**src/rtl/sprite_pkg.sv**
```systemverilog
// sprite_pkg: rotation encodings and ROM sizing helper shared by the sprite blocks
package sprite_pkg;
  typedef enum logic [1:0] {
    ROT_0   = 2'b00,
    ROT_90  = 2'b01,
    ROT_180 = 2'b10,
    ROT_270 = 2'b11
  } rot_t;
  localparam int COORD_W = 6;
  function automatic int addr_w_min(input int w, input int h, input int f);
    return $clog2(w * h * f);
  endfunction
endpackage

```
**src/rtl/draw_sprite_anim_if.sv**
```systemverilog
// draw_sprite_anim_if: video timing bundle (counters, strobes and pixel colour)
interface draw_sprite_anim_if;
  logic [11:0] hcount;
  logic [11:0] vcount;
  logic        hsync;
  logic        vsync;
  logic        hblnk;
  logic        vblnk;
  logic [11:0] rgb;
  modport master(output hcount, vcount, hsync, vsync, hblnk, vblnk, rgb);
  modport slave(input hcount, vcount, hsync, vsync, hblnk, vblnk, rgb);
endinterface

```
**src/rtl/sprite_addr_gen.sv**
```systemverilog
// sprite_addr_gen: screen-to-sprite coordinate transform and ROM address computation
module sprite_addr_gen import sprite_pkg::*; #(
  parameter int SPR_W  = 64,
  parameter int SPR_H  = 64,
  parameter int ADDR_W = 14
) (
  input  logic [11:0]       hcount,
  input  logic [11:0]       vcount,
  input  logic [11:0]       x,
  input  logic [11:0]       y,
  input  rot_t              rot,
  input  logic              mirror,
  input  logic              en,
  input  logic [3:0]        frame,
  output logic              hit,
  output logic [ADDR_W-1:0] addr
);
  localparam logic [COORD_W-1:0] W1 = COORD_W'(SPR_W - 1);
  localparam logic [COORD_W-1:0] H1 = COORD_W'(SPR_H - 1);
  logic [COORD_W-1:0] dx, dy, rx, sx, sy;
  // 13-bit bounds so a sprite near the right/bottom edge cannot wrap to 0
  assign hit = en
    && {1'b0, hcount} >= {1'b0, x} && {1'b0, hcount} < {1'b0, x} + 13'(SPR_W)
    && {1'b0, vcount} >= {1'b0, y} && {1'b0, vcount} < {1'b0, y} + 13'(SPR_H);
  assign dx = COORD_W'(hcount - x);
  assign dy = COORD_W'(vcount - y);
  assign rx = rot == ROT_0 ? dx : rot == ROT_90 ? dy : rot == ROT_180 ? W1 - dx : W1 - dy;
  assign sy = rot == ROT_0 ? dy : rot == ROT_90 ? H1 - dx : rot == ROT_180 ? H1 - dy : dx;
  assign sx = mirror ? W1 - rx : rx;
  assign addr = ADDR_W'(frame) * ADDR_W'(SPR_W * SPR_H) + ADDR_W'(sy) * ADDR_W'(SPR_W) + ADDR_W'(sx);
endmodule

```
**src/rtl/draw_sprite_anim.sv**
```systemverilog
// draw_sprite_anim: two-stage sprite overlay with rotation, mirroring and vsync-paced animation
module draw_sprite_anim import sprite_pkg::*; #(
  parameter int          SPR_W      = 64,
  parameter int          SPR_H      = 64,
  parameter int          FRAMES     = 4,
  parameter int          ANIM_DIV   = 8,
  parameter logic [11:0] TRANSP_KEY = 12'hF0F,
  parameter int          ADDR_W     = 14
) (
  input  logic              pclk,
  input  logic              reset,
  draw_sprite_anim_if.slave  src,
  draw_sprite_anim_if.master dst,
  input  logic [11:0]       xpos,
  input  logic [11:0]       ypos,
  input  logic [1:0]        rotation,
  input  logic              mirror_x,
  input  logic              sprite_en,
  input  logic              anim_en,
  input  logic [11:0]       rgb_pixel,
  output logic [ADDR_W-1:0] pixel_addr,
  output logic [3:0]        frame_idx
);
  if (ADDR_W < addr_w_min(SPR_W, SPR_H, FRAMES)) begin : g_aw_check
    $error("ADDR_W too small for SPR_W*SPR_H*FRAMES");
  end
  logic              vs_prev, vs_edge, last_div, last_frame;
  logic [11:0]       sh_x, sh_y;
  rot_t              sh_rot, rot_in;
  logic              sh_mirror, sh_en;
  logic [7:0]        div;
  logic              hit_raw, hit;
  logic [ADDR_W-1:0] addr;
  logic [11:0]       hc_d1, vc_d1, rgb_d1;
  logic              hs_d1, vs_d1, hb_d1, vb_d1, hit_d1;
  assign vs_edge    = src.vsync & ~vs_prev;
  assign last_div   = div == 8'(ANIM_DIV - 1);
  assign last_frame = frame_idx == 4'(FRAMES - 1);
  // quarter turns only make sense for square sprites; fall back to the matching straight turn
  assign rot_in = SPR_W == SPR_H ? rot_t'(rotation) : rot_t'({rotation[1], 1'b0});
  assign hit    = hit_raw & ~src.hblnk & ~src.vblnk;
  sprite_addr_gen #(.SPR_W(SPR_W), .SPR_H(SPR_H), .ADDR_W(ADDR_W)) u_addr_gen (
    .hcount(src.hcount),
    .vcount(src.vcount),
    .x(sh_x),
    .y(sh_y),
    .rot(sh_rot),
    .mirror(sh_mirror),
    .en(sh_en),
    .frame(frame_idx),
    .hit(hit_raw),
    .addr(addr)
  );
  always_ff @(posedge pclk) begin
    if (reset) begin
      vs_prev    <= 1'b0;
      sh_x       <= '0;
      sh_y       <= '0;
      sh_rot     <= ROT_0;
      sh_mirror  <= 1'b0;
      sh_en      <= 1'b0;
      div        <= '0;
      frame_idx  <= '0;
      pixel_addr <= '0;
      hc_d1      <= '0;
      vc_d1      <= '0;
      hs_d1      <= 1'b0;
      vs_d1      <= 1'b0;
      hb_d1      <= 1'b0;
      vb_d1      <= 1'b0;
      rgb_d1     <= '0;
      hit_d1     <= 1'b0;
      dst.hcount <= '0;
      dst.vcount <= '0;
      dst.hsync  <= 1'b0;
      dst.vsync  <= 1'b0;
      dst.hblnk  <= 1'b0;
      dst.vblnk  <= 1'b0;
      dst.rgb    <= '0;
    end else begin
      vs_prev <= src.vsync;
      // placement and animation step only at frame start so a displayed frame is consistent
      if (vs_edge) begin
        sh_x      <= xpos;
        sh_y      <= ypos;
        sh_rot    <= rot_in;
        sh_mirror <= mirror_x;
        sh_en     <= sprite_en;
        if (anim_en) begin
          div <= last_div ? '0 : div + 8'd1;
          if (last_div) frame_idx <= last_frame ? '0 : frame_idx + 4'd1;
        end
      end
      if (hit) pixel_addr <= addr;
      hc_d1      <= src.hcount;
      vc_d1      <= src.vcount;
      hs_d1      <= src.hsync;
      vs_d1      <= src.vsync;
      hb_d1      <= src.hblnk;
      vb_d1      <= src.vblnk;
      rgb_d1     <= src.rgb;
      hit_d1     <= hit;
      dst.hcount <= hc_d1;
      dst.vcount <= vc_d1;
      dst.hsync  <= hs_d1;
      dst.vsync  <= vs_d1;
      dst.hblnk  <= hb_d1;
      dst.vblnk  <= vb_d1;
      dst.rgb    <= (hb_d1 | vb_d1) ? '0 : (hit_d1 && rgb_pixel != TRANSP_KEY) ? rgb_pixel : rgb_d1;
    end
  end
endmodule
```
**src/flat_wrapper.sv**
```systemverilog
// flat-port wrapper written by rule: the top's interface ports become plain ports
module draw_sprite_anim_flat import sprite_pkg::*;
#(
  parameter int          SPR_W      = 64,
  parameter int          SPR_H      = 64,
  parameter int          FRAMES     = 4,
  parameter int          ANIM_DIV   = 8,
  parameter logic [11:0] TRANSP_KEY = 12'hF0F,
  parameter int          ADDR_W     = 14
)
  (pclk, reset, xpos, ypos, rotation, mirror_x, sprite_en, anim_en, rgb_pixel, pixel_addr, frame_idx, src_hcount, src_vcount, src_hsync, src_vsync, src_hblnk, src_vblnk, src_rgb, dst_hcount, dst_vcount, dst_hsync, dst_vsync, dst_hblnk, dst_vblnk, dst_rgb);
  draw_sprite_anim_if src_i ();
  draw_sprite_anim_if dst_i ();
  input  logic pclk;
  input  logic reset;
  input  logic [11:0] xpos;
  input  logic [11:0] ypos;
  input  logic [1:0] rotation;
  input  logic mirror_x;
  input  logic sprite_en;
  input  logic anim_en;
  input  logic [11:0] rgb_pixel;
  output logic [ADDR_W-1:0] pixel_addr;
  output logic [3:0] frame_idx;
  input wire logic [$bits(src_i.hcount)-1:0] src_hcount;
  input wire logic [$bits(src_i.vcount)-1:0] src_vcount;
  input wire logic [$bits(src_i.hsync)-1:0] src_hsync;
  input wire logic [$bits(src_i.vsync)-1:0] src_vsync;
  input wire logic [$bits(src_i.hblnk)-1:0] src_hblnk;
  input wire logic [$bits(src_i.vblnk)-1:0] src_vblnk;
  input wire logic [$bits(src_i.rgb)-1:0] src_rgb;
  output wire logic [$bits(dst_i.hcount)-1:0] dst_hcount;
  output wire logic [$bits(dst_i.vcount)-1:0] dst_vcount;
  output wire logic [$bits(dst_i.hsync)-1:0] dst_hsync;
  output wire logic [$bits(dst_i.vsync)-1:0] dst_vsync;
  output wire logic [$bits(dst_i.hblnk)-1:0] dst_hblnk;
  output wire logic [$bits(dst_i.vblnk)-1:0] dst_vblnk;
  output wire logic [$bits(dst_i.rgb)-1:0] dst_rgb;
  assign src_i.hcount = src_hcount;
  assign src_i.vcount = src_vcount;
  assign src_i.hsync = src_hsync;
  assign src_i.vsync = src_vsync;
  assign src_i.hblnk = src_hblnk;
  assign src_i.vblnk = src_vblnk;
  assign src_i.rgb = src_rgb;
  assign dst_hcount = dst_i.hcount;
  assign dst_vcount = dst_i.vcount;
  assign dst_hsync = dst_i.hsync;
  assign dst_vsync = dst_i.vsync;
  assign dst_hblnk = dst_i.hblnk;
  assign dst_vblnk = dst_i.vblnk;
  assign dst_rgb = dst_i.rgb;
  draw_sprite_anim #(.SPR_W(SPR_W), .SPR_H(SPR_H), .FRAMES(FRAMES), .ANIM_DIV(ANIM_DIV), .TRANSP_KEY(TRANSP_KEY), .ADDR_W(ADDR_W)) u_core (.pclk(pclk), .reset(reset), .src(src_i), .dst(dst_i), .xpos(xpos), .ypos(ypos), .rotation(rotation), .mirror_x(mirror_x), .sprite_en(sprite_en), .anim_en(anim_en), .rgb_pixel(rgb_pixel), .pixel_addr(pixel_addr), .frame_idx(frame_idx));
endmodule
```
**config.mk**
```make
export PLATFORM = sky130hd
export DESIGN_NAME = draw_sprite_anim_flat
export DESIGN_NICKNAME = d
export VERILOG_FILES = /design/src/rtl/sprite_pkg.sv /design/src/rtl/draw_sprite_anim_if.sv /design/src/rtl/sprite_addr_gen.sv /design/src/rtl/draw_sprite_anim.sv /design/src/flat_wrapper.sv
export SDC_FILE = /design/constraint.sdc
export NUM_CORES = 1
export LEC_CHECK = 0
export CAP_MARGIN = 20
export CORE_MARGIN = 5
export CORE_UTILIZATION = 55
export CTS_CLUSTER_DIAMETER = 120
export DETAILED_ROUTE_END_ITERATION = 16
export GPL_TIMING_DRIVEN = 0
export PLACE_DENSITY = 0.86
export SLEW_MARGIN = 20
export SYNTH_ARGS = -nofsm -noshare
export SYNTH_HDL_FRONTEND = slang
export SYNTH_SLANG_ARGS = --single-unit
```
**constraint.sdc**
```tcl
create_clock -name pclk -period 5.3 [get_ports pclk]
set_input_delay 1.06 -clock pclk [delete_from_list [all_inputs] [get_ports pclk]]
set_output_delay 1.06 -clock pclk [all_outputs]
set_load 0.1 [all_outputs]
```
==> key figures <==
Yosys
  – Ys Warns: 0
  – Area leader, netlist: dfxtp_1
  – Synthesized area per cell: roughly 9.3 sq um
  – Synthesized flop and latch total: roughly 140
  – Sequential element share of the synthesized area: a little over two fifths
  – Post-Syn Area: between 0.006 and 0.007 sq mm
  – Syn Nets: between 800 and 900
  – Most used DFF post-synth: dfxtp_1
  – Cells after Synth: about 700
  – Yosys top cell area share: between 40% and 50%
  – Yosys cell types: between 70 and 80
  – Largest cells by area after synthesis: dfxtp_1 43%, ha_1 7.9%, nor2b_1 7.4%
  – Post-synth EDFFs: 0
  – Async set-reset flop share out of synthesis: 0%

Route
  – DR vias: roughly 5500
  – 1st-iter DRT viols: ~350
  – WL/cell: 17.25 um
  – Final wirelength: between 15 and 20 mm
  – Vias per cell: about 5.5
  – Post-DRT Antenna Nets: 0
  – 1st-pass router iterations: 5
  – DRC: 0

Critical path
  – FF-to-FF path depth: 10
  – Worst setup startpoint: src_hcount[11]
  – Crit path kind: input pin to flip-flop
  – Worst Path Max Fanout: 4
  – Reg-to-Reg Start: u_core.sh_x[8]
  – Critical Path RT: between 5000 and 6000 ps
  – Crit path capture type: flip-flop
  – Arrival time worst endpoint: 3570 ps
  – Startpoint Class: input pin

Clock tree
  – # hold bufs at CTS: 0
  – Clk slew on worst S/H paths: ~60 ps
  – CTS tree: yes
  – CTS buffer count: 17
  – Clk_lat worst skew: between 400 and 500 ps
  – Cts repair resizes: 0
  – H-tree depth: 4
  – Post-CTS setup buffers: 0
  – Clk sinks: between 100 and 150
  – Root Driver: clkbuf_16
  – Clock Path Buffers: 2

Timing
  – Slew headroom: approximately 33%
  – Setup Skew: just over 6 ps
  – Fin crit share: around 62%
  – Max Slew Vio Count: 0
  – Max Clk Rate: ~0.31 GHz
  – Fin. Hold Viols: 0
  – Setup TNS: 0 ps
  – RSZ-0062 raised after global routing: false
  – Final worst setup slack: 2037 ps
  – # setup viols final: 0
  – Tightest Pin Transition: 1007 ps
  – Fin crit period: 3263 ps

Status
  – Status: finished clean

Die
  – Die Y: 117.1 um
  – I/O pin cnt: 141
  – Core area: 0.01132 sq mm
  – Initial Util: 55.76%
  – Die W: 117.1 um
  – Die ar.: 0.01372 sq mm
  – Std-Cell Rows: 39

Layout
  – Commonest non-fill, non-tap cell in the layout: clkdlybuf4s50_1
  – Layout cells sized above 1: 7.168%
  – Filler Cell Count: roughly 830
  – Area growth, synth to finish: 34.73%
  – Final net count: 965
  – Commonest cells after routing, fill and taps aside: 140 x clkdlybuf4s50_1, 135 x dfxtp_1, 84 x nand2_1
  – Fin area: 0.008504 sq mm
  – N_diodes: 0

Min path
  – Hold Crit Class: flip-flop to flip-flop
  – Worst hold start: u_core.vc_d1[4]
  – WHS Path Cells: 1

Global routing
  – Vias in the first global route: between 5000 and 6000
  – Gr ovfl total: 0
  – First-pass GRT wire length: around 26 mm
  – Largest net degree at the start of global routing: 17
  – Initial antenna violation count: 0
  – Total track usage: 25.09%

Power and ir drop
  – Pwr Total: roughly 2.8 mW
  – PwrDens: between 300 and 400 mW/mm^2
  – P_leak: approximately 3.3 nW
  – VDD IR max: 314.2 uV

Placement
  – I/O Buffers: between 100 and 150
  – Post-DP HPWL: ~13 mm
  – GP Congestion: 0.8863
  – Placed Area: 0.007893 sq mm
  – DP Worst Slack: between 1500 and 2000 ps

Job
  – Max cap viols: 0
==> stage by stage <==
stage	utilization, %	std cells	hold WS, ps
5_1_grt	75.12	994	448.5
6_report	75.12	994	433.3
3_3_place_gp	69.72	964	416.2
2_1_floorplan	-	681	413.8
4_1_cts	75.12	994	433.9
3_5_place_dp	69.72	964	420.4
==> path summary, 6_finish.rpt <==
path	to	slack [ps]
setup / recovery	u_core.pixel_addr[6]	2040
hold reg to reg	u_core.dst.vcount[4]	430
setup reg to reg	u_core.pixel_addr[6]	2320
hold / removal	u_core.dst.vcount[4]	430
==> worst max-delay path, stage by stage <==
cell and delay, ps:
clkdlybuf4s50_1 500, ha_1 340, and2_1 180, a221oi_1 430
o2111a_1 350, o41a_4 220, nand3_2 140, mux2_1 340
==> area by class of cell <==
cell class / count / area [sq um] / share of cell area [%]
multi-input combinational: 482 / 3317 / 39.00
inverter: 32 / 120.1 / 1.412
sequential: 135 / 2703 / 31.78
buffer: 32 / 172.7 / 2.030
clock inverter: 10 / 145.1 / 1.707
clock buffer: 20 / 466.7 / 5.488
tap: 143 / 178.9 / 2.104
timing repair buffer: 140 / 1401 / 16.48
==> layer usage <==
layer	vias to the layer above	GRT usage, %	wire length (um)
li1	2663	-	-
met1	2570	30.21	6906
met2	194	43.50	8557
met3	33	4.884	1210
met4	0	11.09	473
met5	-	0	0
==> logic make-up after synthesis <==
family,synth area share (%)
simple gates,21.27
xor+xnor,4.678
compound gates,14.49
buf+inv,4.638
mux,3.548
flops,42.81
fa+ha+maj,8.563
==> cells in the mapped netlist (all sizes together), types with 4 or more instances <==
master	n
dfxtp	135
nand2	85
nor2b	75
a21oi	57
ha	40
nor2	33
inv	32
xnor2	22
mux2i	19
clkbuf	18
nand3	18
buf	13
o21ai	11
a21o	10
a211oi	9
xor2	9
a31oi	8
o31ai	8
nand4	7
nand2b	6
nor3	5
and2	4
nor3b	4
==> where the power goes <==
group	total [mW]	switching [mW]	internal [mW]
clock network	1.21	0.439	0.775
registers	1.08	0.0197	1.06
logic	0.488	0.289	0.199
==> registers in the layout, indices dropped and copies added, names as in the netlist <==
register           flops
u_core.div             8
u_core.dst.hblnk       1
u_core.dst.hcount     12
u_core.dst.hsync       1
u_core.dst.rgb        12
u_core.dst.vblnk       1
u_core.dst.vcount     12
u_core.dst.vsync       1
u_core.frame_idx       4
u_core.hb_d1           1
u_core.hc_d1          12
u_core.hit_d1          1
u_core.hs_d1           1
u_core.pixel_addr     14
u_core.rgb_d1         12
u_core.sh_en           1
u_core.sh_mirror       1
u_core.sh_rot          2
u_core.sh_x           12
u_core.sh_y           12
u_core.vb_d1           1
u_core.vc_d1          12
u_core.vs_prev         1
Note: power is estimated with default switching activity, not from simulation.
==> RTL change 1, RTL diff (config.mk and constraints unchanged) <==
`COORD_W`: 6 -> 5.
--- a/src/rtl/sprite_pkg.sv
+++ b/src/rtl/sprite_pkg.sv
@@ -6,7 +6,7 @@
     ROT_180 = 2'b10,
     ROT_270 = 2'b11
   } rot_t;
-  localparam int COORD_W = 6;
+  localparam int COORD_W = 5;
   function automatic int addr_w_min(input int w, input int h, input int f);
     return $clog2(w * h * f);
   endfunction
Function: changed (a bounded check fails within 4 cycles, from zero or initial values and one cycle with reset high).
==> RTL change 1 against the original RTL <==
Synthesized area is 8.9% lower; wire length down 15%; count of clock-buffer cells in the layout shrank 1; setup slack got worse by 350 ps; first-iteration DRC count is 24% lower; power fell by 2.9%; design area fell by 6.9%; maximum frequency is 9.6% lower; clock skew is 3.1 ps higher; sequential cell count fell by 2; critical path type unchanged.
==> RTL change 1: results (changes against the original RTL) <==
Layout
  • Nets: 905 (-6.2%)
  • Reg area: 0.00266 mm2 (-1.5%)
  • Clock buffers: 19 (-5.0%)
  • Signal buffers share of area: 19.0% (+0.49 points)
  • Layout cells sized above 1: 5.30% (-1.9 points)
  • Multi-input logic area: 0.00284 mm2 (-14%)
  • Buffers outside the clock class: 166 (-3.5%)
  • Clk cell area share: 7.82% (+0.63 points)
  • Layout Utilization: 77.0% (+1.9 points)

Placed design
  • I/O Buffers: 137 (-2.1%)
  • Dpl cell area: 0.00730 mm2 (-7.6%)
  • Inst Count DP: 897 (-7.0%)
  • RD Place Congestion: 0.848 (-4.4%)
  • Post-detail-place hpwl: 11.0 mm (-18%)

Power
  • VDD IR max: 204 uV (-35%)
  • P_comb: 418 uW (-14%)
  • Internal power: 1980 uW (-2.3%)
  • Leak pwr: 0.00316 uW (-5.0%)

Route
  • Routed WL: 14.6 mm (-15%)
  • Pre-antenna DRT Iters: 6 (+1)
  • Vias: 4788 (-12%)
  • First DRT Iteration DRCs: 265 (-24%)

STA
  • Worst slew pin tran: 1030 ps (+24.7 ps)

Yosys
  • Mean Syn Cell Area: 9.23 um2 (-0.42%)
  • Sequential fraction of the synthesis area: 46.3% (+3.5 points)
  • Yosys reg bits: 133 (-1.5%)
  • Yosys cell types: 52 (-28%)
  • Post-synth top cells: dfxtp_1 (133), nand2_1 (85), nor2b_1 (78), a21oi_1 (47), ha_1 (40)
  • Synth area leaders: dfxtp_1 (46%), ha_1 (8.7%), nor2b_1 (8.5%)

Worst setup path
  • Reg2Reg Setup Slack: 2050 ps (-270 ps)
  • Critical-path top delay cell: or4_1
  • CP Launch Point: src_hcount[0]
  • Register-to-Register Path Depth: 11 (+1)
  • CP max FO: 10 (+6)
  • Worst EP arrival: 4010 ps (+440 ps)
  • Worst Setup EP: u_core.pixel_addr[8]
  • Crit path max-delay family: buffers and inverters
  • Reg-to-Reg Start: u_core.sh_y[6]

Min path
  • HP Start: u_core.vc_d1[5]
  • Worst Hold End: u_core.dst.vcount[5]

Status
  • Status: completed

CTS
  • CTS root buf: clkbuf_8
  • Worst-skew pair later-pin latency: 520 ps (+100 ps)

Global route
  • Vias in the first global route: 4992 (-5.4%)
  • First-pass GRT wire length: 23.8 mm (-8.7%)

Die
  • Die ar.: 0.0126 mm2 (-8.2%)
RTL change 1: cell count changes after synthesis, moves of 4 or more:
cell      unedited run  this run
a211oi_1             9         1
a21o_1              10         2
a21oi_1             54        47
nor2_1              33        39
a31oi_1              8         3
buf_2                6         1
nand2b_1             6         1
nand4_1              7         2
o41ai_1              0         4
RTL change 1: per-layer routing:
metal,up-vias,track usage [%],wire length [um]
li1,2388,-,-
met1,2221,27.1,5990
met2,147,42.6,7420
met3,32,6.20,877
met4,0,7.69,282
met5,-,0,0
RTL change 1: metrics by stage:
step	worst slack (ps)	power (uW)	hold slack (ps)
4_1_cts	1730	2700	437
5_1_grt	1630	2790	455
2_1_floorplan	1970	1350	414
6_report	1690	2700	434
3_5_place_dp	1240	1490	422
3_3_place_gp	1310	1480	420
RTL change 1: cell families after synthesis:
family,count (synthesis),synth area share (%)
mux,23,4.16
other cells,1,0.0652
compound gates,94,10.1
fa+ha+maj,42,9.40
flops,133,46.3
simple gates,239,21.0
buf+inv,61,4.39
xor+xnor,30,4.57
==> RTL change 2, RTL diff (same flow settings) <==
Without the edit above. Take the reset off `rgb_d1` and load it in a clocked block of its own.
--- a/src/rtl/draw_sprite_anim.sv
+++ b/src/rtl/draw_sprite_anim.sv
@@ -68,7 +68,6 @@
       vs_d1      <= 1'b0;
       hb_d1      <= 1'b0;
       vb_d1      <= 1'b0;
-      rgb_d1     <= '0;
       hit_d1     <= 1'b0;
       dst.hcount <= '0;
       dst.vcount <= '0;
@@ -98,7 +97,6 @@
       vs_d1      <= src.vsync;
       hb_d1      <= src.hblnk;
       vb_d1      <= src.vblnk;
-      rgb_d1     <= src.rgb;
       hit_d1     <= hit;
       dst.hcount <= hc_d1;
       dst.vcount <= vc_d1;
@@ -109,4 +107,8 @@
       dst.rgb    <= (hb_d1 | vb_d1) ? '0 : (hit_d1 && rgb_pixel != TRANSP_KEY) ? rgb_pixel : rgb_d1;
     end
   end
+
+  always_ff @(posedge pclk) begin
+    rgb_d1 <= src.rgb;
+  end
 endmodule
Formal check against the unedited RTL: not equivalent (a bounded check fails within 4 cycles, from zero or initial values and one cycle with reset high).
==> RTL change 2 against the original RTL <==
Utilization grew 0.72 points; via count is the same; wire length grew 0.90%; die area shrank 2.3%; sequential power is essentially flat; setup slack lost 190 ps; maximum frequency shrank 5.5%; design area shrank 2.9%; combinational power shrank 2%; sequential cell count is the same; synthesized area shrank 2.5%; non-clock buffer count shrank 2; power shrank 5.4%.
==> RTL change 2: results (changes against the original RTL) <==
Layout
  • Nets: 960 (-0.52%)
  • Layout cells sized above 1: 5.42% (-1.7 points)

Yosys
  • Post-synth top cells: dfxtp_1 (135), nand2_1 (88), nor2b_1 (65), a21oi_1 (52), nor2_1 (41)
  • Post-Synth XOR/XNOR Area: 4.35% (-0.33 points)
  • Mapped Nets: 802 (-0.50%)
  • Yosys cell types: 64 (-11%)
  • Adder-Cell Fraction of Synth Area: 8.79% (+0.22 points)
  • Mux cell area share after synthesis: 4.49% (+0.95 points)
  • Synth area leaders: dfxtp_1 (44%), ha_1 (8.1%), nor2b_1 (6.6%)
  • Compound-Gate Fraction of Synth Area: 11.8% (-2.7 points)

Worst setup path
  • CP max FO: 10 (+6)
  • Worst EP arrival: 3890 ps (+320 ps)
  • Reg2Reg Setup Slack: 2280 ps (-40 ps)
  • Max incr delay on CP: 620 ps (+120 ps)
  • CP Launch Point: src_hcount[1]
  • Worst Setup EP: u_core.pixel_addr[5]
  • Reg-to-Reg Start: u_core.sh_y[8]

Route
  • Drt via density: 5.53 (+0.61%)
  • Pre-antenna DRT Iters: 5 (unchanged)
  • Routed WL: 17.3 mm (+0.90%)
  • First DRT Iteration DRCs: 428 (+23%)

CTS
  • Worst-skew pair later-pin latency: 530 ps (+110 ps)
  • CTS root buf: clkbuf_8

Min path
  • Worst Hold End: u_core.dst.vcount[1]
  • HP Start: u_core.vc_d1[1]

Power
  • Seq. pwr: 1080 uW (about the same)
  • Clock power share: 40.8% (-2.9 points)
  • Design Power: 2630 uW (-5.4%)
  • Leak pwr: 0.00324 uW (-2.4%)
  • VDD IR max: 251 uV (-20%)
  • Internal power: 1880 uW (-7.5%)

Global route
  • Global Route Usage Sum: 26.4% (+1.3 points)
  • Vias in the first global route: 5584 (+5.8%)
  • Initial antenna violation count: 1 (+1)
  • First-pass GRT wire length: 27.4 mm (+5.0%)

Status
  • Status: completed

Placed design
  • Dpl cell area: 0.00772 mm2 (-2.2%)
  • Post-detail-place hpwl: 13.1 mm (-1.9%)
  • I/O Buffers: 139 (-0.71%)
  • RD Place Congestion: 0.931 (+5.0%)
  • Pre-CTS WS: 1360 ps (-312 ps)

STA
  • Clk_skew: 7.62 ps (+1.56 ps)
  • Post-layout minimum cycle time: 3450 ps (+190 ps)
  • Slew HR: 30.0% (-2.7 points)
RTL change 2: changes by cell type after synthesis, moves of 5 or more:
cell	before	now
and3_1	2	7
nand4_1	7	13
a211oi_1	9	1
nor2b_1	75	65
nor2_1	33	41
a21o_1	10	3
RTL change 2: metal layers:
layer	wire length (um)	up-vias	GRT usage, %
li1	-	2643	-
met1	7010	2581	30.8
met2	8510	188	45.0
met3	1220	46	7.83
met4	550	2	11.4
met5	13	-	0
RTL change 2: cell type report:
| type | count | area, um2 |
|---|---|---|
| tap | 140 | 175 |
| inverter | 33 | 124 |
| timing repair buffer | 139 | 1390 |
| fill | 788 | 2630 |
| clock inverter | 11 | 100 |
| multi-input combinational | 478 | 3200 |
| buffer | 31 | 129 |
| clock buffer | 21 | 439 |
| sequential | 135 | 2700 |
RTL change 2: through the flow:
stage / hold WS (ps) / std cells
after detailed placement: 428 / 956
after floorplan: 414 / 677
after global placement: 420 / 956
after CTS: 443 / 988
after global routing: 455 / 988
final: 439 / 988
